==> config.mk <==
export PLATFORM = sky130hd
export DESIGN_NAME = lspc_timer_unit_flat
export DESIGN_NICKNAME = d
export VERILOG_FILES = /design/src/rtl/lspc_timer_unit_if.sv /design/src/rtl/lspc_timer_unit.sv /design/src/flat_wrapper.sv
export SDC_FILE = /design/constraint.sdc
export NUM_CORES = 1
export LEC_CHECK = 0
export CAP_MARGIN = 10
export CORE_ASPECT_RATIO = 0.5
export CORE_MARGIN = 5
export CORE_UTILIZATION = 40
export DETAILED_ROUTE_END_ITERATION = 12
export SLEW_MARGIN = 40
export SYNTH_ARGS = -nofsm -noshare
export SYNTH_HDL_FRONTEND = slang
export SYNTH_SLANG_ARGS = --single-unit
==> constraint.sdc <==
create_clock -name CLK_24M -period 5.2 [get_ports CLK_24M]
set_input_delay 1.3 -clock CLK_24M [delete_from_list [all_inputs] [get_ports CLK_24M]]
set_output_delay 1.3 -clock CLK_24M [all_outputs]
set_load 0.03 [all_outputs]
==> src/rtl/lspc_timer_unit_if.sv <==
// LSPC timer unit register bus.
// One-cycle write strobe with combinational readback.
interface lspc_timer_unit_if;
    logic        WR;
    logic [3:0]  ADDR;
    logic [15:0] WDATA;
    logic [15:0] RDATA;

    modport master (
        output WR,
        output ADDR,
        output WDATA,
        input  RDATA
    );

    modport slave (
        input  WR,
        input  ADDR,
        input  WDATA,
        output RDATA
    );
endinterface

==> src/rtl/lspc_timer_unit.sv <==
// LSPC raster/pixel timer unit.
// Per-channel down-counters clocked by a 6 MHz pixel enable.
module lspc_timer_unit #(
    parameter int CHANNELS   = 2,
    parameter int TIMER_W    = 32,
    parameter int VIDEO_MODE = 1
) (
    input  logic                CLK_24M,
    input  logic                nRESET,
    lspc_timer_unit_if.slave    bus,
    input  logic [8:0]          VCOUNT,
    input  logic                VBL_START,
    output logic [CHANNELS-1:0] nIRQ,
    output logic                nIRQ_ANY,
    output logic                PIX_TICK
);
    localparam int HI_W = TIMER_W - 16;
    localparam logic [TIMER_W-1:0] ONE = TIMER_W'(1);
    localparam logic PAL = (VIDEO_MODE != 0);

    logic [1:0]  div_q;
    logic        in_border;
    logic [15:0] rd_ch [CHANNELS];
    logic [15:0] rdata;
    logic        unused_vcount_lo;

    assign unused_vcount_lo = ^VCOUNT[3:0];

    // Free-running divide-by-four pixel enable
    always_ff @(posedge CLK_24M or negedge nRESET) begin
        if (!nRESET) begin
            div_q <= '0;
        end else begin
            div_q <= div_q + 2'd1;
        end
    end

    assign PIX_TICK  = (div_q == 2'd3);
    assign in_border = (VCOUNT[7:4] == 4'h0) || (VCOUNT[7:4] == 4'hF);

    for (genvar c = 0; c < CHANNELS; c++) begin : g_ch
        logic [TIMER_W-1:0] count_q;
        logic [TIMER_W-1:0] reload_q;
        logic [4:0]         ctrl_q;
        logic               pending_q;
        logic               nirq_q;
        logic               sel;
        logic               wr_hi;
        logic               wr_lo;
        logic               wr_ctl;
        logic               wr_ack;
        logic               running;
        logic               zero_tick;
        logic               set_pend;
        logic [31:0]        cnt_w;
        logic [15:0]        rd;

        assign sel    = bus.WR && (bus.ADDR[3:2] == 2'(c));
        assign wr_hi  = sel && (bus.ADDR[1:0] == 2'd0);
        assign wr_lo  = sel && (bus.ADDR[1:0] == 2'd1);
        assign wr_ctl = sel && (bus.ADDR[1:0] == 2'd2);
        assign wr_ack = sel && (bus.ADDR[1:0] == 2'd3);

        assign running   = VCOUNT[8] && !(PAL && ctrl_q[4] && in_border);
        assign zero_tick = PIX_TICK && running && (count_q == '0);
        assign set_pend  = zero_tick && ctrl_q[3];

        // Reload halves and control written from the bus
        always_ff @(posedge CLK_24M or negedge nRESET) begin
            if (!nRESET) begin
                reload_q <= '0;
                ctrl_q   <= '0;
            end else begin
                unique case (1'b1)
                    wr_hi:   reload_q[TIMER_W-1:16] <= bus.WDATA[HI_W-1:0];
                    wr_lo:   reload_q[15:0] <= bus.WDATA;
                    wr_ctl:  ctrl_q <= bus.WDATA[4:0];
                    default: ;
                endcase
            end
        end

        // Counter: bus load beats VBL load beats tick
        always_ff @(posedge CLK_24M or negedge nRESET) begin
            if (!nRESET) begin
                count_q <= '0;
            end else if (wr_lo && ctrl_q[0]) begin
                count_q <= {reload_q[TIMER_W-1:16], bus.WDATA};
            end else if (VBL_START && ctrl_q[1]) begin
                count_q <= reload_q;
            end else if (PIX_TICK && running) begin
                if (count_q != '0) begin
                    count_q <= count_q - ONE;
                end else if (ctrl_q[2]) begin
                    count_q <= reload_q;
                end
            end
        end

        // Pending flag; a new zero tick wins over an ack
        always_ff @(posedge CLK_24M or negedge nRESET) begin
            if (!nRESET) begin
                pending_q <= 1'b0;
                nirq_q    <= 1'b1;
            end else begin
                if (set_pend) begin
                    pending_q <= 1'b1;
                end else if (wr_ack && bus.WDATA[0]) begin
                    pending_q <= 1'b0;
                end
                nirq_q <= ~pending_q;
            end
        end

        assign cnt_w = 32'(count_q);

        // Register readback for this channel
        always_comb begin
            rd = '0;
            unique case (bus.ADDR[1:0])
                2'd0: rd = cnt_w[31:16];
                2'd1: rd = cnt_w[15:0];
                2'd2: rd = {11'b0, ctrl_q};
                2'd3: rd = {15'b0, pending_q};
            endcase
        end

        assign rd_ch[c] = rd;
        assign nIRQ[c]  = nirq_q;
    end

    // Channel select for readback; absent channels read zero
    always_comb begin
        rdata = '0;
        for (int c = 0; c < CHANNELS; c++) begin
            if (bus.ADDR[3:2] == 2'(c)) begin
                rdata = rd_ch[c];
            end
        end
    end

    assign bus.RDATA = rdata;
    assign nIRQ_ANY  = &nIRQ;
endmodule

==> src/flat_wrapper.sv <==
// flat-port wrapper written by rule: the top's interface ports become plain ports
module lspc_timer_unit_flat 
#(
    parameter int CHANNELS   = 2,
    parameter int TIMER_W    = 32,
    parameter int VIDEO_MODE = 1
)
  (CLK_24M, nRESET, VCOUNT, VBL_START, nIRQ, nIRQ_ANY, PIX_TICK, bus_WR, bus_ADDR, bus_WDATA, bus_RDATA);
  lspc_timer_unit_if bus_i ();
  input  logic CLK_24M;
  input  logic nRESET;
  input  logic [8:0] VCOUNT;
  input  logic VBL_START;
  output logic [CHANNELS-1:0] nIRQ;
  output logic nIRQ_ANY;
  output logic PIX_TICK;
  input wire logic [$bits(bus_i.WR)-1:0] bus_WR;
  input wire logic [$bits(bus_i.ADDR)-1:0] bus_ADDR;
  input wire logic [$bits(bus_i.WDATA)-1:0] bus_WDATA;
  output wire logic [$bits(bus_i.RDATA)-1:0] bus_RDATA;
  assign bus_i.WR = bus_WR;
  assign bus_i.ADDR = bus_ADDR;
  assign bus_i.WDATA = bus_WDATA;
  assign bus_RDATA = bus_i.RDATA;
  lspc_timer_unit #(.CHANNELS(CHANNELS), .TIMER_W(TIMER_W), .VIDEO_MODE(VIDEO_MODE)) u_core (.CLK_24M(CLK_24M), .nRESET(nRESET), .bus(bus_i), .VCOUNT(VCOUNT), .VBL_START(VBL_START), .nIRQ(nIRQ), .nIRQ_ANY(nIRQ_ANY), .PIX_TICK(PIX_TICK));
endmodule
==> flow_summary.toml, run 1 <==
[power]
p_leak_nw = 3.96
switching_share_pct = 38.4
irDropWorstVdd_mv = 0.170
combinationalPowerShare_pct = 32.0
clockPowerShare_pct = 25.6
p_total_mw = 4.75
p_int_mw = 2.92
p_sw_mw = 1.83
powerDensity_mw_per_mm2 = 494
power_frac_seq_pct = 42.3

[critical_path]
slowest_stage = "clkdlybuf4s50_1"
cp.required_ns = 3.90
cp.buffers_inverters = 2
arrival_ns = 3.40
worstSetupEndpointType = "output port"
setup.worst_path.start_class = "input pin"
path_common_cell = "clkdlybuf4s50_1"
cpPeakStageDelay_ns = 0.73
crit_path_max_fanout = 10
worstSetupPathType = "in -> out"
path_cells = "clkdlybuf4s50_1 > or3_1 > o22ai_1 > clkdlybuf4s50_1"
critPathTopFamily = "buffers and inverters"

[logic_synthesis]
avgSynthCellArea_um2 = 10.3
synth_top_cell_by_area = "dfrtp_1"
async_flop_share_pct = 100
synthDistinctLibCells = 69
synth_cells = 809
synth_edf_count = 0
ys_ff_latch = 144
seq_area_frac_synth_pct = 43.5
synth.cell_area_mm2 = 0.00829
synth_top_area_share_pct = 42.8
syn_nets = 847
synth_ff_type = "dfrtp_1"
yosys_warnings = 0
synth_area_leaders = "dfrtp_1, mux2_2, mux2i_1"

[timing]
grt_setup_unrepaired = "false"
clock-skew-final_ns = 0.00664
setup_tns_ns = 0
fmax_mhz = 213
period_share_pct = 90.5
finalCriticalPeriod_ns = 4.70
maxSlewHeadroom_pct = 44.7
setup_viol = 0
worst_slew_pin_slew_ns = 0.830
drv_slew = 0
hold_viol = 0

[job]
drv_cap = 0

[clocking]
clk_pin_slew_worst_paths_ns = 0.06
cts.sinks = 144
cts_buffer_depth = 2
clock-root-buffer = "clkbuf_16"
cts_resized = 0
htreeDepth = 4
hold_buffers = 0
cts_tree = "done"
postCtsSetupRepairBufs = 0
worstSkewPairLatency_ns = 0.43
cts_buffers = 17

[route]
ant_nets = 0
drtIter0Drc = 681
drt-pass1-iter-count = 5
wl_per_cell_um = 21.5
vias = 6835
wl_um = 24200
vias_per_cell = 6.08
drc = 0

[cells_and_area]
diodes = 0
syn_to_final_growth_pct = 15.9
final_nets = 877
final_area_mm2 = 0.00961
stdcell_count = 1125
drive_above_1_share_pct = 19.1

[placed_design]
globalplace.congestion = 0.876
port_buffers = 48
dp_cells = 1093
post-dp-hpwl_um = 17000
placed_cell_area_mm2 = 0.00902

[run_status]
outcome = "completed"

[floorplanning]
die_w_um = 214
core_area_mm2 = 0.0205
fp-row-count = 37
dieArea_mm2 = 0.0239
ios = 53
die_y_um = 112
initial_utilization_pct = 40.5

[global_routing]
grt_use_total_pct = 20.9
antenna_found_initial = 0
grt_max_degree = 72
grt_pass1_wl_um = 39200
gr-total-overflow = 0
grt_pass1_vias = 6836

[hold_path]
holdCritPathClass = "reg -> reg"
==> worst reg2reg max path, cell delays in order (launching register included) <==
cell	delay, ns
dfrtp_1	0.45
or4_4	0.58
or3_1	0.43
nor4_4	0.61
buf_4	0.28
a2bb2oi_1	0.09
buf_4	0.21
nand2_1	0.44
o21ai_0	0.19
==> synth_stat cells, types with 4 or more instances <==
| cell type | number |
|---|---|
| o21ai_0 | 60 |
| nor4_1 | 18 |
| o22ai_1 | 13 |
| buf_1 | 4 |
| o21a_1 | 5 |
| ha_1 | 5 |
| or4_1 | 9 |
| o211ai_1 | 4 |
| or2_2 | 4 |
| nor2_1 | 49 |
| buf_2 | 5 |
| xnor2_1 | 15 |
| mux2_2 | 75 |
| nand4_1 | 6 |
| a211oi_1 | 6 |
| or3_1 | 13 |
| and3_1 | 7 |
| nor3_1 | 23 |
| buf_6 | 4 |
| a21oi_1 | 36 |
| mux2i_1 | 51 |
| and2_1 | 7 |
| inv_1 | 19 |
| nand2_1 | 43 |
| o2bb2ai_1 | 9 |
| nor4_4 | 4 |
| dfrtp_1 | 142 |
| nor3b_1 | 4 |
| nor4b_1 | 4 |
| xor2_1 | 9 |
| a31oi_1 | 10 |
| buf_4 | 6 |
| a22oi_1 | 26 |
| nand3_1 | 9 |
| clkbuf_1 | 38 |
| o22a_1 | 12 |
==> metal layers <==
metal	part of all wire (%)	vias to the layer above	GRT usage, %
li1	-	3088	-
met1	48	3532	31.3
met2	46	191	31.3
met3	5.0	24	4.03
met4	1.1	0	4.95
met5	0	-	0
==> layout make-up <==
cell class / instances / area [um^2]
multi-input combinational: 588 / 4360
sequential: 144 / 3610
clock buffer: 18 / 439
tap: 273 / 342
fill: 1946 / 10800
timing repair buffer: 69 / 654
clock inverter: 14 / 143
inverter: 19 / 71.3
==> power groups by stage <==
stage	clock, mW	combinational, mW	sequential (mW)
after floorplan	0	1.19	1.78
after global placement	0	1.46	1.98
after detailed placement	0	1.51	2.00
after CTS	1.24	1.51	1.99
after global routing	1.29	1.68	2.06
final	1.22	1.52	2.01
==> kinds of logic (layout without fill, tap and decap cells) <==
| family | count (synthesis) | in the layout | synth area share (%) |
|---|---|---|---|
| buffers and inverters | 77 | 120 | 4.21 |
| and+or+nand+nor | 220 | 220 | 15.0 |
| adders and majority gates | 5 | 5 | 0.754 |
| DFF | 144 | 144 | 43.5 |
| AOI/OAI and AO/OA | 210 | 210 | 16.9 |
| xor gates and xnor gates | 24 | 24 | 2.53 |
| muxes | 129 | 129 | 17.2 |
==> through the flow <==
| stage | setup WS, ns | hold WS (ns) | utilization [%] |
|---|---|---|---|
| floorplan | 0.654 | 0.377 | - |
| global placement | 0.473 | 0.410 | 43.9 |
| CTS | 0.490 | 0.424 | 46.9 |
| detailed placement | 0.499 | 0.402 | 44.1 |
| finish | 0.496 | 0.420 | 47.0 |
| global route | 0.455 | 0.454 | 47.0 |
==> worst paths after layout <==
path | from | to | slack, ns | cells after the start
worst max register to register | u_core.g_ch[1].cnt_w[8] | u_core.g_ch[1].cnt_w[6] | 1.77 | 8
worst max-delay path | bus_ADDR[1] | bus_RDATA[15] | 0.50 | 4
worst min-delay path | u_core.div_q[0] | u_core.div_q[0] | 0.42 | 1
min in group asynchronous | nRESET | u_core.g_ch[1].reload_q[25] | 0.89 | 1
worst min register to register | u_core.div_q[0] | u_core.div_q[0] | 0.42 | 1
max in group asynchronous | nRESET | u_core.g_ch[0].cnt_w[24] | 3.28 | 2
==> registers in the layout, summed over array words and instances, names as in the netlist <==
name and count:
u_core.g_ch.pending_q 2, u_core.g_ch.cnt_w 64, u_core.g_ch.reload_q 64, u_core.div_q 2, u_core.g_ch.nirq_q 2, u_core.g_ch.ctrl_q 10
==> cell usage in the layout, fill, tap and decap left out, drive strengths merged, types with 4 or more instances in the layout <==
cell,count
dfrtp,142
mux2,75
o21ai,60
mux2i,51
nor2,50
clkdlybuf4s50,46
nand2,43
a21oi,39
a22oi,26
nor3,23
buf,23
nor4,22
inv,19
clkbuf,18
xnor2,15
o22ai,14
or3,14
o22a,12
or4,12
o2bb2ai,10
a31oi,10
nand3,9
xor2,9
and2,7
and3,7
a211oi,6
nand4,6
clkinvlp,6
clkinv,6
o21a,5
ha,5
or2,5
nor3b,5
o211ai,4
nor4b,4
(Power assumes the default switching activity.)
==> run 2, diff against run 1 <==
--- a/config.mk
+++ b/config.mk
@@ -5,9 +5,10 @@
 export SDC_FILE = /design/constraint.sdc
 export NUM_CORES = 1
 export LEC_CHECK = 0
+export ABC_AREA = 1
 export CAP_MARGIN = 10
 export CORE_ASPECT_RATIO = 0.5
-export CORE_MARGIN = 5
+export CORE_MARGIN = 2
 export CORE_UTILIZATION = 40
 export DETAILED_ROUTE_END_ITERATION = 12
 export SLEW_MARGIN = 40
==> run 2 against run 1 <==
Against the previous run:
- global-route usage up 5.9 points
- register-to-register slack better by 0.97 ns
- sequential power down 3%
- sequential share of layout area down 3.0 points
- largest cell class unchanged
- final area up 8.6%
- synthesized cell count up 73%
- setup slack worse by 0.13 ns
- synthesized area up 11%
- clock power up 4%
- largest power group is now combinational cells
- clock skew up 0.0017 ns
- core utilization down 0.96 points
==> flow_summary.toml, run 2 <==
[logic_synthesis]
seq_area_frac_synth_pct = 39.3
synth_ff_type = "dfrtp_1"
synth.cell_area_mm2 = 0.00918
synth_area_leaders = "dfrtp_1, nand2_1, nor2_1"
avgSynthCellArea_um2 = 6.55
synth_top_area_share_pct = 38.7
synth_edf_count = 0
ys_ff_latch = 144
synthDistinctLibCells = 35
syn_nets = 1439
yosys_warnings = 0
async_flop_share_pct = 100
netlist_top_cells_count = "nand2_1, nor2_1, dfrtp_1, inv_1, nand3_1"
synth_most_common_cell = "nand2_1"
synth_cells = 1401
synth_top_cell_by_area = "dfrtp_1"

[floorplanning]
fp-row-count = 39
initial_utilization_pct = 40.4
ios = 53
core_area_mm2 = 0.0227
die_y_um = 111
dieArea_mm2 = 0.0242
die_w_um = 218

[critical_path]
crit_path_max_fanout = 9
path_cells = "clkdlybuf4s50_1 > inv_1 > nand2_1 > clkinv_1 > a221oi_1 > o22ai_1 > clkdlybuf4s50_1"
setup.worst_path.start_class = "input pin"
cp.buffers_inverters = 4
cpPeakStageDelay_ns = 0.62
critPathTopFamily = "buffers and inverters"
worstSetupPathType = "in -> out"
worstSetupEndpointType = "output port"
slowest_stage = "clkdlybuf4s50_1"
path_common_cell = "clkdlybuf4s50_1"
cp.required_ns = 3.90
arrival_ns = 3.53

[route]
vias_per_cell = 5.26
drt-pass1-iter-count = 5
vias = 9233
drc = 0
drtIter0Drc = 964
wl_um = 31300
ant_nets = 0
wl_per_cell_um = 17.8

[global_routing]
gr-total-overflow = 0
grt_use_total_pct = 26.8
grt_pass1_vias = 8453
grt_max_degree = 91
antenna_found_initial = 0
grt_pass1_wl_um = 49000

[clocking]
cts_buffers = 17
worstSkewPairLatency_ns = 0.45
cts_resized = 0
htreeDepth = 4
cts.sinks = 144
cts_buffer_depth = 2
hold_buffers = 0
postCtsSetupRepairBufs = 0
clock-root-buffer = "clkbuf_16"
cts_tree = "done"
clk_pin_slew_worst_paths_ns = 0.06

[job]
drv_cap = 0

[timing]
setup_tns_ns = 0
setup_viol = 0
clock-skew-final_ns = 0.00838
fin_hold_ws_ns = 0.419
drv_slew = 0
period_share_pct = 92.9
maxSlewHeadroom_pct = 49.8
finalCriticalPeriod_ns = 4.83
hold_viol = 0
worst_slew_pin_slew_ns = 0.753
fmax_mhz = 207
grt_setup_unrepaired = "false"

[power]
irDropWorstVdd_mv = 0.182
powerDensity_mw_per_mm2 = 528
p_leak_nw = 5.27
p_total_mw = 5.51

[hold_path]
holdCritPathClass = "reg -> reg"

[cells_and_area]
final_nets = 1472
final_common_cell = "nand2_1"
syn_to_final_growth_pct = 13.8
drive_above_1_share_pct = 6.70
multi_input_area_mm2 = 0.00476
fillers = 2378
seqCellArea_mm2 = 0.00361
diodes = 0
layout_common_cells = "nand2_1, nor2_1, dfrtp_1, inv_1, nand3_1"

[placed_design]
globalplace.congestion = 0.966
post-dp-hpwl_um = 23000
port_buffers = 48

[run_status]
outcome = "completed"
[run 2: cell count changes after synthesis, moves of 19 or more]
cell / before / now
mux2_2: 75 / 0
clkbuf_1: 38 / 17
nor3_1: 23 / 4
nor2_1: 49 / 239
o21ai_0: 60 / 90
inv_1: 19 / 141
nand3_1: 9 / 93
a22oi_1: 26 / 0
nand2_1: 43 / 462
mux2i_1: 51 / 0
[run 2: stage by stage]
| stage | area, um^2 | cells | utilization (%) | setup WS, ns |
|---|---|---|---|---|
| 2_1_floorplan | 9180 | 1401 | - | 1.26 |
| 3_3_place_gp | 9840 | 1722 | 43.3 | 0.456 |
| 3_5_place_dp | 9840 | 1722 | 43.4 | 0.448 |
| 4_1_cts | 10400 | 1754 | 46.0 | 0.442 |
| 5_1_grt | 10400 | 1754 | 46.0 | 0.317 |
| 6_report | 10400 | 1754 | 46.0 | 0.371 |
[run 2: cell type report]
class | count | area share [%]
Clock buffer | 21 | 4.41
Clock inverter | 11 | 1.32
Inverter | 151 | 5.45
Multi-Input combinational cell | 1062 | 45.6
Sequential cell | 144 | 34.5
Tap cell | 307 | 3.68
Timing Repair Buffer | 58 | 5.03
[run 2: worst register-to-register path: cells and delay by family (launching register included)]
family,cells,cell delay [ns]
buffers and inverters,1,0.24
and+or+nand+nor,9,1.62
DFF,1,0.49
[run 2: kinds of logic after synthesis]
| group | count (synthesis) | synth area share (%) |
|---|---|---|
| AND/OR/NAND/NOR | 845 | 37.7 |
| flip-flops | 144 | 39.3 |
| XOR/XNOR | 19 | 1.81 |
| adder cells (fa/ha/maj) | 5 | 0.682 |
| buffers and inverters | 195 | 8.92 |
| AO/OA/AOI/OAI | 193 | 11.6 |
[run 2: per-layer routing]
metal  global-route usage, %  wire, um
met1                    41.5     15900
met2                    37.7     13100
met3                    4.99      1950
met4                    7.26       384
met5                       0         0
[run 2: final timing paths]
| path | end | cells after the start | slack [ns] | startpoint |
|---|---|---|---|---|
| setup / recovery | bus_RDATA[1] | 7 | 0.37 | bus_ADDR[0] |
| hold / removal | u_core.g_ch[0].nirq_q | 1 | 0.42 | u_core.g_ch[0].pending_q |
| setup reg to reg | u_core.g_ch[0].cnt_w[9] | 10 | 2.74 | u_core.g_ch[0].cnt_w[19] |
| hold reg to reg | u_core.g_ch[0].nirq_q | 1 | 0.42 | u_core.g_ch[0].pending_q |
| max in group asynchronous | u_core.g_ch[1].reload_q[9] | 2 | 3.44 | nRESET |
| min in group asynchronous | u_core.g_ch[1].reload_q[18] | 1 | 0.82 | nRESET |
[run 2: power by group]
| group | switching [mW] | internal, mW |
|---|---|---|
| clock | 0.498 | 0.775 |
| sequential | 0.449 | 1.49 |
| combinational | 1.55 | 0.754 |
==> RTL edit, RTL diff (settings of run 2) <==
`CHANNELS` is set to 2 in 2 places; all go to 4.
--- a/src/rtl/lspc_timer_unit.sv
+++ b/src/rtl/lspc_timer_unit.sv
@@ -2,5 +2,5 @@
 // Per-channel down-counters clocked by a 6 MHz pixel enable.
 module lspc_timer_unit #(
-    parameter int CHANNELS   = 2,
+    parameter int CHANNELS   = 4,
     parameter int TIMER_W    = 32,
     parameter int VIDEO_MODE = 1
--- a/src/flat_wrapper.sv
+++ b/src/flat_wrapper.sv
@@ -2,5 +2,5 @@
 module lspc_timer_unit_flat 
 #(
-    parameter int CHANNELS   = 2,
+    parameter int CHANNELS   = 4,
     parameter int TIMER_W    = 32,
     parameter int VIDEO_MODE = 1
Interface: changed (resized nIRQ); port bits go from 53 to 55. The function was not compared with the original's and may differ.
==> RTL edit against run 2 <==
Combinational power grew 120%; clock power grew 76%; first-iteration DRC count grew 130%; total power grew 100%; sequential share of layout area grew 0.21 points; final area grew 97%; non-clock buffer count grew 20; fmax shrank 0.83%; sequential cell count grew 142; synthesized cell count grew 110%; routed wire length grew 130%; setup slack lost 0.041 ns; via count grew 100%; synthesized area grew 100%.
==> RTL edit: results (changes against run 2) <==
post-synthesis adder-cell area fraction 0.604% (-0.077 points); via count 18844 (+100%); run status complete, no violations; CP endpoint bus_RDATA[11]; Detailed Route Iter0 Violations 2262 (+130%); hold_sp u_core.g_ch[2].pending_q; H-tree depth 1 (-3); TritonCTS buffer count 29 (+12); Peak supply drop 254 uV (+39%); routability-driven placement congestion ratio 1.01 (+4.7%); Compound-Gate Fraction of Synth Area 9.52% (-2.1 points); GRT Util Overall 29.7% (+2.9 points); nets@finish 2957 (+100%); number of fill cells 4950 (+110%); first-pass GRT wire length 108000 um (+120%); Post-Synthesis Cells 2919 (+110%); Total Wirelength 71200 um (+130%); post-synthesis sequential area ratio 38.4% (-0.86 points); Syn Nets 2961 (+110%); router iterations before antenna repair 6 (+1); share of cells above drive strength 1 5.79% (-0.92 points); Avg WL per Cell 20.0 um (+12%); met3 capacity usage during global routing 6.35% (+1.4 points); reg2reg setup slack 2.52 ns (-0.22 ns); initial antenna violation count 1 (+1); DPL Wire Length 52300 um (+130%); reg2reg start u_core.g_ch[1].cnt_w[0]; largest net degree at the start of global routing 88 (-3.3%); Max clock buf depth 3 (+1); Setup Skew 0.0247 ns (+0.0164 ns); xor and xnor fraction of the mapped netlist area 1.93% (+0.11 points); P_leak 0.0106 uW (+100%); Inst Count DP 3511 (+100%); met1 Use GR 46.0% (+4.5 points); CP Max Fanout 27 (+18)
==> RTL edit: routing by layer <==
metal	vias to the layer above	share of wire (%)
met4	0	2.3
met2	721	40
met1	8925	48
met5	-	0
li1	9105	-
met3	93	9.6
==> RTL edit: stage by stage <==
step	setup slack [ns]	area, um^2
6_report	0.331	20600
5_1_grt	0.258	20600
4_1_cts	0.355	20600
3_5_place_dp	0.356	19600
3_3_place_gp	0.372	19600
2_1_floorplan	1.42	18600
==> RTL edit: worst register-to-register path, cell delays in order (launching register included) <==
cell and delay, ns:
dfrtp_1 0.45, inv_1 0.12, ha_1 0.30, nand2_1 0.10, nor2_1 0.04, nand2_1 0.05, nor2_1 0.04, nand2_1 0.20
nand2_1 0.39, nor2_2 0.58, nand2_1 0.15, nand3_1 0.10, nand2_1 0.05
==> RTL edit: final cells by class <==
type                            count  area, um^2  area share (%)
Tap cell                          627         785            3.81
Clock inverter                     17         171           0.832
Timing Repair Buffer               78         771            3.74
Clock buffer                       36         812            3.94
Inverter                          309        1160            5.63
Multi-Input combinational cell   2211        9750            47.3
Sequential cell                   286        7160            34.7
==> RTL edit: worst min path at each step <==
stage / endpoint / cells after the start / slack [ns]
after global routing: u_core.g_ch[0].nirq_q / 1 / 0.43
final: u_core.g_ch[2].nirq_q / 1 / 0.39
after floorplan: u_core.g_ch[0].nirq_q / 1 / 0.37
after detailed placement: u_core.g_ch[2].nirq_q / 1 / 0.39
after CTS: u_core.g_ch[2].nirq_q / 1 / 0.40
after global placement: u_core.g_ch[2].nirq_q / 1 / 0.39
==> RTL edit: power breakdown <==
group          internal (uW)  total, uW  switching, uW
Combinational           1570       5110           3540
Sequential              2940       3830            895
Clock                   1260       2240            987
